===== src/rtl/mips_pkg.sv =====
// Shared constants and types for the MIPS core front end.
package mips_pkg;

    localparam int unsigned DEFAULT_ADDR_W   = 32;
    localparam int unsigned INSTR_W          = 32;
    localparam logic [31:0] DEFAULT_RESET_PC = 32'h0000_3000;

    typedef enum logic [1:0] {
        REQ  = 2'd0,
        WAIT = 2'd1,
        HOLD = 2'd2
    } fetch_state_e;

endpackage


===== src/rtl/if_fetch_stage_if.sv =====
// Instruction-memory request/response bus between the fetch stage and the memory.
interface if_fetch_stage_if #(
    parameter int unsigned ADDR_W = mips_pkg::DEFAULT_ADDR_W
) ();

    logic                         imem_req;
    logic [ADDR_W-1:0]            imem_addr;
    logic                         imem_ready;
    logic                         imem_rvalid;
    logic [mips_pkg::INSTR_W-1:0] imem_rdata;

    modport master (
        output imem_req,
        output imem_addr,
        input  imem_ready,
        input  imem_rvalid,
        input  imem_rdata
    );

    modport slave (
        input  imem_req,
        input  imem_addr,
        output imem_ready,
        output imem_rvalid,
        output imem_rdata
    );

endinterface


===== src/rtl/if_id_slot.sv =====
// IF/ID pipeline register plus a one-entry hold buffer for a response that
// arrives while decode is stalled; flush kills both.
module if_id_slot #(
    parameter int unsigned ADDR_W = mips_pkg::DEFAULT_ADDR_W
) (
    input  logic                         clk,
    input  logic                         reset,
    input  logic                         flush_i,
    input  logic                         stall_i,
    input  logic                         fill_i,
    input  logic [mips_pkg::INSTR_W-1:0] fill_instr_i,
    input  logic [ADDR_W-1:0]            pc_i,
    output logic                         slot_free_o,
    output logic                         loaded_o,
    output logic                         id_valid_o,
    output logic [mips_pkg::INSTR_W-1:0] id_instr_o,
    output logic [ADDR_W-1:0]            id_pc_o,
    output logic [ADDR_W-1:0]            id_pc4_o
);
    import mips_pkg::*;

    logic               id_valid_q;
    logic [INSTR_W-1:0] id_instr_q;
    logic [ADDR_W-1:0]  id_pc_q;
    logic [ADDR_W-1:0]  id_pc4_q;
    logic               hold_valid_q;
    logic [INSTR_W-1:0] hold_instr_q;
    logic [INSTR_W-1:0] load_instr;

    // The slot only advances when it is empty or decode is taking its contents.
    assign slot_free_o = !id_valid_q || !stall_i;
    assign loaded_o    = !flush_i && slot_free_o && (fill_i || hold_valid_q);
    assign load_instr  = hold_valid_q ? hold_instr_q : fill_instr_i;

    always_ff @(posedge clk or negedge reset) begin
        if (!reset) begin
            // NOTE: registers use non-blocking assignments so every flop samples pre-edge values.
            id_valid_q   <= 1'b0;
            id_instr_q   <= '0;
            id_pc_q      <= '0;
            id_pc4_q     <= '0;
            hold_valid_q <= 1'b0;
            hold_instr_q <= '0;
        end else if (flush_i) begin
            id_valid_q   <= 1'b0;
            hold_valid_q <= 1'b0;
        end else if (slot_free_o) begin
            id_valid_q   <= loaded_o;
            hold_valid_q <= 1'b0;
            if (loaded_o) begin
                id_instr_q <= load_instr;
                id_pc_q    <= pc_i;
                id_pc4_q   <= pc_i + ADDR_W'(4);
            end
        end else if (fill_i) begin
            hold_valid_q <= 1'b1;
            hold_instr_q <= fill_instr_i;
        end
    end

    assign id_valid_o = id_valid_q;
    assign id_instr_o = id_instr_q;
    assign id_pc_o    = id_pc_q;
    assign id_pc4_o   = id_pc4_q;

endmodule


===== src/rtl/if_fetch_stage.sv =====
// Instruction-fetch stage: owns the PC, one outstanding imem request, feeds IF/ID.
// Define IF_PERF_CNT_EN to add the fetch/stall performance counters.
module if_fetch_stage #(
    parameter int unsigned       ADDR_W   = mips_pkg::DEFAULT_ADDR_W,
    parameter logic [ADDR_W-1:0] RESET_PC = ADDR_W'(mips_pkg::DEFAULT_RESET_PC)
) (
    input  logic                         clk,
    input  logic                         reset,
    if_fetch_stage_if.master             imem,
    input  logic                         id_stall_i,
    input  logic                         redirect_valid_i,
    input  logic [ADDR_W-1:0]            redirect_pc_i,
    output logic                         id_valid_o,
    output logic [mips_pkg::INSTR_W-1:0] id_instr_o,
    output logic [ADDR_W-1:0]            id_pc_o,
    output logic [ADDR_W-1:0]            id_pc4_o
`ifdef IF_PERF_CNT_EN
    ,
    output logic [31:0]                  perf_fetch_cnt_o,
    output logic [31:0]                  perf_stall_cnt_o
`endif
);
    import mips_pkg::*;

    fetch_state_e      state_q, state_d;
    logic              discard_q, discard_d;
    logic [ADDR_W-1:0] pc_q, pc_d;
    logic              accept;
    logic              fill;
    logic              slot_free;
    logic              slot_loaded;

    assign accept = (state_q == REQ) && imem.imem_ready;
    assign fill   = (state_q == WAIT) && imem.imem_rvalid && !discard_q && !redirect_valid_i;

    if_id_slot #(.ADDR_W(ADDR_W)) u_slot (
        .clk          (clk),
        .reset        (reset),
        .flush_i      (redirect_valid_i),
        .stall_i      (id_stall_i),
        .fill_i       (fill),
        .fill_instr_i (imem.imem_rdata),
        .pc_i         (pc_q),
        .slot_free_o  (slot_free),
        .loaded_o     (slot_loaded),
        .id_valid_o   (id_valid_o),
        .id_instr_o   (id_instr_o),
        .id_pc_o      (id_pc_o),
        .id_pc4_o     (id_pc4_o)
    );

    always_ff @(posedge clk or negedge reset) begin
        if (!reset) begin
            state_q   <= REQ;
            discard_q <= 1'b0;
            pc_q      <= RESET_PC;
        end else begin
            state_q   <= state_d;
            discard_q <= discard_d;
            pc_q      <= pc_d;
        end
    end

    always_comb begin
        // NOTE: every comb output gets a default first so no path can infer a latch.
        state_d   = state_q;
        discard_d = discard_q;
        pc_d      = pc_q;
        if (redirect_valid_i) begin
            pc_d      = redirect_pc_i & ~ADDR_W'(3);
            state_d   = REQ;
            discard_d = 1'b0;
            // A request already in flight (or accepted now) still owes a response to drop.
            if (accept || (state_q == WAIT && !imem.imem_rvalid)) begin
                state_d   = WAIT;
                discard_d = 1'b1;
            end
        end else begin
            if (slot_loaded) pc_d = pc_q + ADDR_W'(4);
            unique case (state_q)
                REQ:  if (imem.imem_ready) state_d = WAIT;
                WAIT: begin
                    if (imem.imem_rvalid) begin
                        if (discard_q) begin
                            discard_d = 1'b0;
                            state_d   = REQ;
                        end else if (slot_free) begin
                            state_d = REQ;
                        end else begin
                            state_d = HOLD;
                        end
                    end
                end
                HOLD:    if (slot_free) state_d = REQ;
                default: state_d = REQ;
            endcase
        end
    end

    // Request is squashed while reset is held so memory never sees a reset-time fetch.
    always_comb begin
        imem.imem_req  = (state_q == REQ) && reset;
        imem.imem_addr = pc_q;
    end

`ifdef IF_PERF_CNT_EN
    logic [31:0] fetch_cnt_q;
    logic [31:0] stall_cnt_q;

    always_ff @(posedge clk or negedge reset) begin
        if (!reset) begin
            fetch_cnt_q <= '0;
            stall_cnt_q <= '0;
        end else begin
            fetch_cnt_q <= fetch_cnt_q + 32'(slot_loaded);
            stall_cnt_q <= stall_cnt_q + 32'(id_valid_o && id_stall_i);
        end
    end

    assign perf_fetch_cnt_o = fetch_cnt_q;
    assign perf_stall_cnt_o = stall_cnt_q;
`endif

endmodule


===== src/flat_wrapper.sv =====
// flat-port wrapper written by rule: the top's interface ports become plain ports
module if_fetch_stage_flat import mips_pkg::*;
#(
    parameter int unsigned       ADDR_W   = mips_pkg::DEFAULT_ADDR_W,
    parameter logic [ADDR_W-1:0] RESET_PC = ADDR_W'(mips_pkg::DEFAULT_RESET_PC)
)
  (clk, reset, id_stall_i, redirect_valid_i, redirect_pc_i, id_valid_o, id_instr_o, id_pc_o, id_pc4_o, imem_imem_req, imem_imem_addr, imem_imem_ready, imem_imem_rvalid, imem_imem_rdata);
  if_fetch_stage_if #(.ADDR_W(ADDR_W)) imem_i ();
  input  logic clk;
  input  logic reset;
  input  logic id_stall_i;
  input  logic redirect_valid_i;
  input  logic [ADDR_W-1:0] redirect_pc_i;
  output logic id_valid_o;
  output logic [mips_pkg::INSTR_W-1:0] id_instr_o;
  output logic [ADDR_W-1:0] id_pc_o;
  output logic [ADDR_W-1:0] id_pc4_o;
  output wire logic [$bits(imem_i.imem_req)-1:0] imem_imem_req;
  output wire logic [$bits(imem_i.imem_addr)-1:0] imem_imem_addr;
  input wire logic [$bits(imem_i.imem_ready)-1:0] imem_imem_ready;
  input wire logic [$bits(imem_i.imem_rvalid)-1:0] imem_imem_rvalid;
  input wire logic [$bits(imem_i.imem_rdata)-1:0] imem_imem_rdata;
  assign imem_imem_req = imem_i.imem_req;
  assign imem_imem_addr = imem_i.imem_addr;
  assign imem_i.imem_ready = imem_imem_ready;
  assign imem_i.imem_rvalid = imem_imem_rvalid;
  assign imem_i.imem_rdata = imem_imem_rdata;
  if_fetch_stage #(.ADDR_W(ADDR_W), .RESET_PC(RESET_PC)) u_core (.clk(clk), .reset(reset), .imem(imem_i), .id_stall_i(id_stall_i), .redirect_valid_i(redirect_valid_i), .redirect_pc_i(redirect_pc_i), .id_valid_o(id_valid_o), .id_instr_o(id_instr_o), .id_pc_o(id_pc_o), .id_pc4_o(id_pc4_o));
endmodule

===== config.mk =====
export PLATFORM = sky130hd
export DESIGN_NAME = if_fetch_stage_flat
export DESIGN_NICKNAME = d
export VERILOG_FILES = /design/src/rtl/mips_pkg.sv /design/src/rtl/if_fetch_stage_if.sv /design/src/rtl/if_id_slot.sv /design/src/rtl/if_fetch_stage.sv /design/src/flat_wrapper.sv
export SDC_FILE = /design/constraint.sdc
export NUM_CORES = 1
export LEC_CHECK = 0
export CAP_MARGIN = 40
export CORE_UTILIZATION = 52
export CTS_CLUSTER_DIAMETER = 200
export DETAILED_ROUTE_END_ITERATION = 6
export PLACE_DENSITY = 0.86
export SLEW_MARGIN = 5
export SYNTH_ARGS = -nofsm -noshare
export SYNTH_HDL_FRONTEND = slang
export SYNTH_SLANG_ARGS = --single-unit
export TNS_END_PERCENT = 50

===== constraint.sdc =====
create_clock -name clk -period 4.1 [get_ports clk]
set_clock_uncertainty 0.05 [all_clocks]
set_input_delay 0.615 -clock clk [delete_from_list [all_inputs] [get_ports clk]]
set_output_delay 0.615 -clock clk [all_outputs]
set_load 0.05 [all_outputs]

Yosys cells after proc, flatten, opt, wreduce, memory -nomap -nowiden. Index checks and enable logic that the tools add are counted.

Add/subtract/negate cells: 1. Equality and inequality tests: 5. Multiplexer cells: 20. Bitwise gates (word level): 2. Reductions and logical operators: 26.

Operators with widths (count): $mux 32 (3); $add 32x3->32 const B (1); $mux 2 (6); $mux 1 (10); $ne 3x3->1 const B (3); $reduce_and 3->1 (3); $logic_and 1x1->1 (8); $reduce_bool 2->1 (4); $pmux 2 s3 (1); $logic_not 1->1 (5); $logic_or 1x1->1 (3); $reduce_bool 3->1 (1); $eq 2x1->1 const B (1); $eq 2x2->1 const B (1); $logic_not 2->1 (1); $not 1->1 (2); $reduce_and 2->1 (1).

Register bits: 165. Input bits: 70. Output and inout port bits: 130. Logic and storage cells: 63.

Depth between registers and ports, before layout.
Word-level depth: 8. Depth in mapped cells: 9. Mapped depth without buffers: 6.

Hierarchy. A second synthesis with hierarchy kept.

Cells, all modules: 679. Area, all modules: 7472.2 um^2.

Modules (own cells, without submodules): if_id_slot (times used 1, cells an instance 459, area each 5540.3 um^2, sequential area each 3203.1 um^2); if_fetch_stage (times used 1, cells an instance 220, area each 1931.9 um^2, sequential area each 828.3 um^2).

Worst setup path after synthesis. Ideal clock, no wire load.

Path kind: reg2reg. From: register u_core.pc_q[2], in the netlist u_core.imem.imem_addr[2]. To: register u_core.pc_q[30], in the netlist u_core.imem.imem_addr[30]. Library setup time: 125 ps. Data arrival time: 2403 ps. Data required time: 3925 ps. Slack: 1523 ps. Stages on the path, launching flop included: 7. Path buffers: 0. Clock period less this slack: 2577 ps. Cell sequence: dfrtp_1 > ha_1 > nand3_1 > and4bb_2 > or4b_1 > xnor2_1 > mux2_2.

Cells in the longest elaborated chain, start to end: 3.

RTL lines: start: declaration (RTL line if_fetch_stage.sv:27) `logic [ADDR_W-1:0] pc_q, pc_d;`; start signal: assignment (RTL line if_fetch_stage.sv:60) `pc_q <= pc_d;`; $add 32x3->32 (RTL line if_fetch_stage.sv:79) `if (slot_loaded) pc_d = pc_q + ADDR_W'(4);`; $mux 32 (RTL line if_fetch_stage.sv:79); $mux 32 (RTL line if_fetch_stage.sv:69) `if (redirect_valid_i) begin`.

No other way between the ends. The select of a mux whose other input is x is not followed. A chain may end at the register's enable or synchronous reset.

Worst setup path in the final report.
From: input port reset. To: output port imem_imem_req.

Cells in the longest elaborated chain, start to end: 1.

RTL lines: start: declaration (RTL line flat_wrapper.sv:10) `input logic reset;`; $logic_and 1x1->1 (RTL line if_fetch_stage.sv:102) `imem.imem_req = (state_q == REQ) && reset;`; end: declaration (RTL line flat_wrapper.sv:18) `output wire logic [$bits(imem_i.imem_req)-1:0] imem_imem_req;`.

No other way between the ends.

==> results.py <==
metrics = {
    "detailed_routing": {
        "viasPerCell": 5.40,
        "dr.pass1.iters": 4,
        "drc_errors": 0,
        "detailedRoute.firstIterationViolations": 348,
        "dr_total_vias": 5477,
        "drt.antenna.violating_nets": 0,
        "drt-wirelength-per-cell_um": 17.5,
        "routed_wirelength_um": 17700,
    },
    "final_layout": {
        "diodes": 0,
        "most_frequent_cells_in_the_layout": "189 x sky130_fd_sc_hd__clkdlybuf4s50_1, 156 x sky130_fd_sc_hd__dfrtp_1, 108 x sky130_fd_sc_hd__nand2_1, 86 x sky130_fd_sc_hd__o21ai_0, 65 x sky130_fd_sc_hd__mux2_2",
        "post_route_cells_drive_above_1_share": 0.137,
        "finish.net_count": 897,
        "most_common_library_cell_in_the_layout_ignoring_fill_and_taps": "sky130_fd_sc_hd__clkdlybuf4s50_1",
        "syn2layout_area_growth_pct": 36.7,
        "design_area_um2": 9830,
        "layout.cells.non_filler": 1014,
    },
    "die": {
        "io-pin-count": 200,
        "core_area_um2": 13300,
        "initial_utilization": 0.538,
        "placementRows": 42,
        "dieWidth_um": 120,
        "design.die.area_um2": 14300,
        "dieHeight_um": 120,
    },
    "setup_path": {
        "critical_path.reg2reg.startpoint": "u_core.imem.imem_addr[3]",
        "critical_path.reg2reg.endpoint": "u_core.imem.imem_addr[30]",
        "timing.reg2reg.worst_path_depth": 6,
        "worst-r2r-setup-slack_ns": 1.63,
        "endpoint": "imem_imem_req",
        "crit_path_end_kind": "output pin",
        "worstSetupStartpoint": "reset",
        "path_max_fanout": 48,
        "setup.worst_path.class": "in -> out",
        "worst-endpoint-arrival_ns": 2.09,
        "cp-start-kind": "input pin",
        "crit_required_ns": 3.43,
    },
    "logic_synthesis": {
        "synthesis.instances": 652,
        "synthDominantAreaCellType": "sky130_fd_sc_hd__dfrtp_1",
        "synthDistinctLibCells": 39,
        "yosys_most_used_dff": "sky130_fd_sc_hd__dfrtp_1",
        "async_flop_share": 1.00,
        "yosysWarnings": 0,
        "yosys.area.top_type_share": 0.547,
        "count_of_flip_flops_with_a_built_in_enable_after_synthesis": 0,
        "post_synth.cell_area_avg_um2": 11.0,
        "synth.cell_area_um2": 7190,
        "ys_top_cells_by_area": "sky130_fd_sc_hd__dfrtp_1 55%, sky130_fd_sc_hd__mux2_2 10%, sky130_fd_sc_hd__o21ai_0 6.0%",
        "ys_seq_area_frac": 0.554,
        "ys_ff_latch": 159,
    },
    "clock_tree": {
        "cts_htree_levels": 4,
        "number_of_clock_sinks": 159,
        "clkLatencyLatePin_ns": 0.42,
        "cts.repair.resized": 0,
        "numCtsBuffers": 17,
        "postCtsHoldBufs": 0,
        "cts_root_buffer": "sky130_fd_sc_hd__clkbuf_16",
        "clk_transition_reported_paths_ns": 0.05,
        "cts_setup_buffers": 0,
        "tritoncts": "built",
        "cts_max_path_buffers": 2,
    },
    "pwr": {
        "power.density_cell_area_nw_per_um2": 705,
        "power_mw": 6.92,
        "vdd.ir_drop.worst_mv": 0.404,
        "power.leakage_nw": 4.16,
    },
    "sta": {
        "tightestPinTransition_ns": 0.787,
        "setup_ws_ns": 1.34,
        "clock_period_minus_final_worst_setup_slack_ns": 2.76,
        "hold_viol": 0,
        "timing.fmax_mhz": 363,
        "final_min_period_over_clock_period": 0.672,
        "grt_setup_unrepaired": "false",
        "max_slew_margin": 0.470,
        "setup_viol_count_final": 0,
        "fin_setup_tns_ns": 0,
        "finalMaxSlewViolations": 0,
    },
    "grt": {
        "grt_max_degree": 65,
        "grt_overflow": 0,
        "track_usage": 0.257,
        "vias_in_the_first_global_route": 5699,
        "antenna_violations_before_repair": 0,
        "first_pass_grt_wire_length_um": 28400,
    },
    "placed_design": {
        "placed_cell_area_um2": 9210,
        "io_buffer_count": 191,
        "place_hpwl_um": 12200,
        "placedCellCount": 983,
        "routabilityCongestion": 0.810,
        "pre_cts_setup_slack_ns": 1.20,
    },
    "status": {
        "run_status": "finished, final reports clean",
    },
    "flow_run": {
        "max-cap-violations": 0,
    },
    "min_path": {
        "hold_class": "in -> async",
    },
}
layout make-up:
cell class	instances	area (µm²)
sequential	159	3980
clock inverter	5	100
multi-input combinational	444	2980
tap	176	220
inverter	2	7.51
fill	909	3520
timing repair buffer	202	2020
clock buffer	26	519
cells in the mapped netlist, types with 8 or more instances:
cell and n:
sky130_fd_sc_hd__mux2_2 65, sky130_fd_sc_hd__nor3_1 8, sky130_fd_sc_hd__o21ai_0 86, sky130_fd_sc_hd__nand4_1 10
sky130_fd_sc_hd__nand2_1 108, sky130_fd_sc_hd__mux2i_1 33, sky130_fd_sc_hd__and3_1 9, sky130_fd_sc_hd__xor2_1 32
sky130_fd_sc_hd__dfrtp_1 157, sky130_fd_sc_hd__xnor2_1 25, sky130_fd_sc_hd__clkbuf_1 20, sky130_fd_sc_hd__nand3_1 17
sky130_fd_sc_hd__nor2_1 9, sky130_fd_sc_hd__buf_2 21
critical path, cell delays in order:
cell and delay, ns:
sky130_fd_sc_hd__buf_6 0.34, sky130_fd_sc_hd__nor3b_1 0.26, sky130_fd_sc_hd__clkdlybuf4s50_1 0.85
state kept, by name (all words and copies together), names as in the netlist:
| signal | cells |
|---|---|
| u_core.u_slot.hold_instr_q | 32 |
| u_core.u_slot.id_instr_o | 32 |
| u_core.imem.imem_addr | 30 |
| u_core.u_slot.id_pc4_o | 30 |
| u_core.u_slot.id_pc_o | 30 |
| u_core.state_q | 2 |
| u_core.discard_q | 1 |
| u_core.u_slot.hold_valid_q | 1 |
| u_core.u_slot.id_valid_o | 1 |
routing by layer:
| metal | part of all wire | up-vias | GRT usage |
|---|---|---|---|
| met1 | 0.41 | 2651 | 0.310 |
| met5 | 0 | - | 0 |
| met2 | 0.49 | 216 | 0.435 |
| li1 | - | 2573 | - |
| met3 | 0.073 | 37 | 0.0708 |
| met4 | 0.024 | 0 | 0.105 |
how the worst min path moves through the flow:
stage / to / slack (ns) / cells past startpoint
after floorplan: u_core.discard_q / 0.27 / 0
after global placement: u_core.u_slot.id_pc4_o[16] / 0.41 / 2
after detailed placement: u_core.u_slot.id_instr_o[24] / 0.42 / 2
after CTS: u_core.u_slot.id_pc_o[23] / 0.08 / 1
after global routing: u_core.u_slot.id_pc_o[23] / 0.09 / 1
final: u_core.u_slot.id_pc4_o[20] / 0.06 / 1
logic make-up (layout without fill, tap and decap cells):
kind of cell    count (synthesis)  count (layout)  share of synthesized area
fa+ha+maj                       1               1                    0.00174
buf+inv                        54             235                     0.0357
compound gates                 98              98                     0.0695
other cells                     1               6                   0.000522
simple gates                  184             184                      0.121
mux                            98              98                      0.148
xor+xnor                       57              57                     0.0695
flops                         159             159                      0.554
report_power, final:
part | switching [mW] | internal (mW) | total [mW] | leakage [nW]
clock network | 0.583 | 1.05 | 1.63 | 0.306
logic | 1.96 | 1.00 | 2.97 | 1.84
registers | 0.301 | 2.03 | 2.33 | 2.01
metrics by stage:
step	hold WS, ns	utilization
after floorplan	0.269	-
after global placement	0.412	0.690
after detailed placement	0.420	0.690
after CTS	0.0783	0.736
after global routing	0.0869	0.736
final	0.0581	0.736
(Power assumes the default switching activity.)
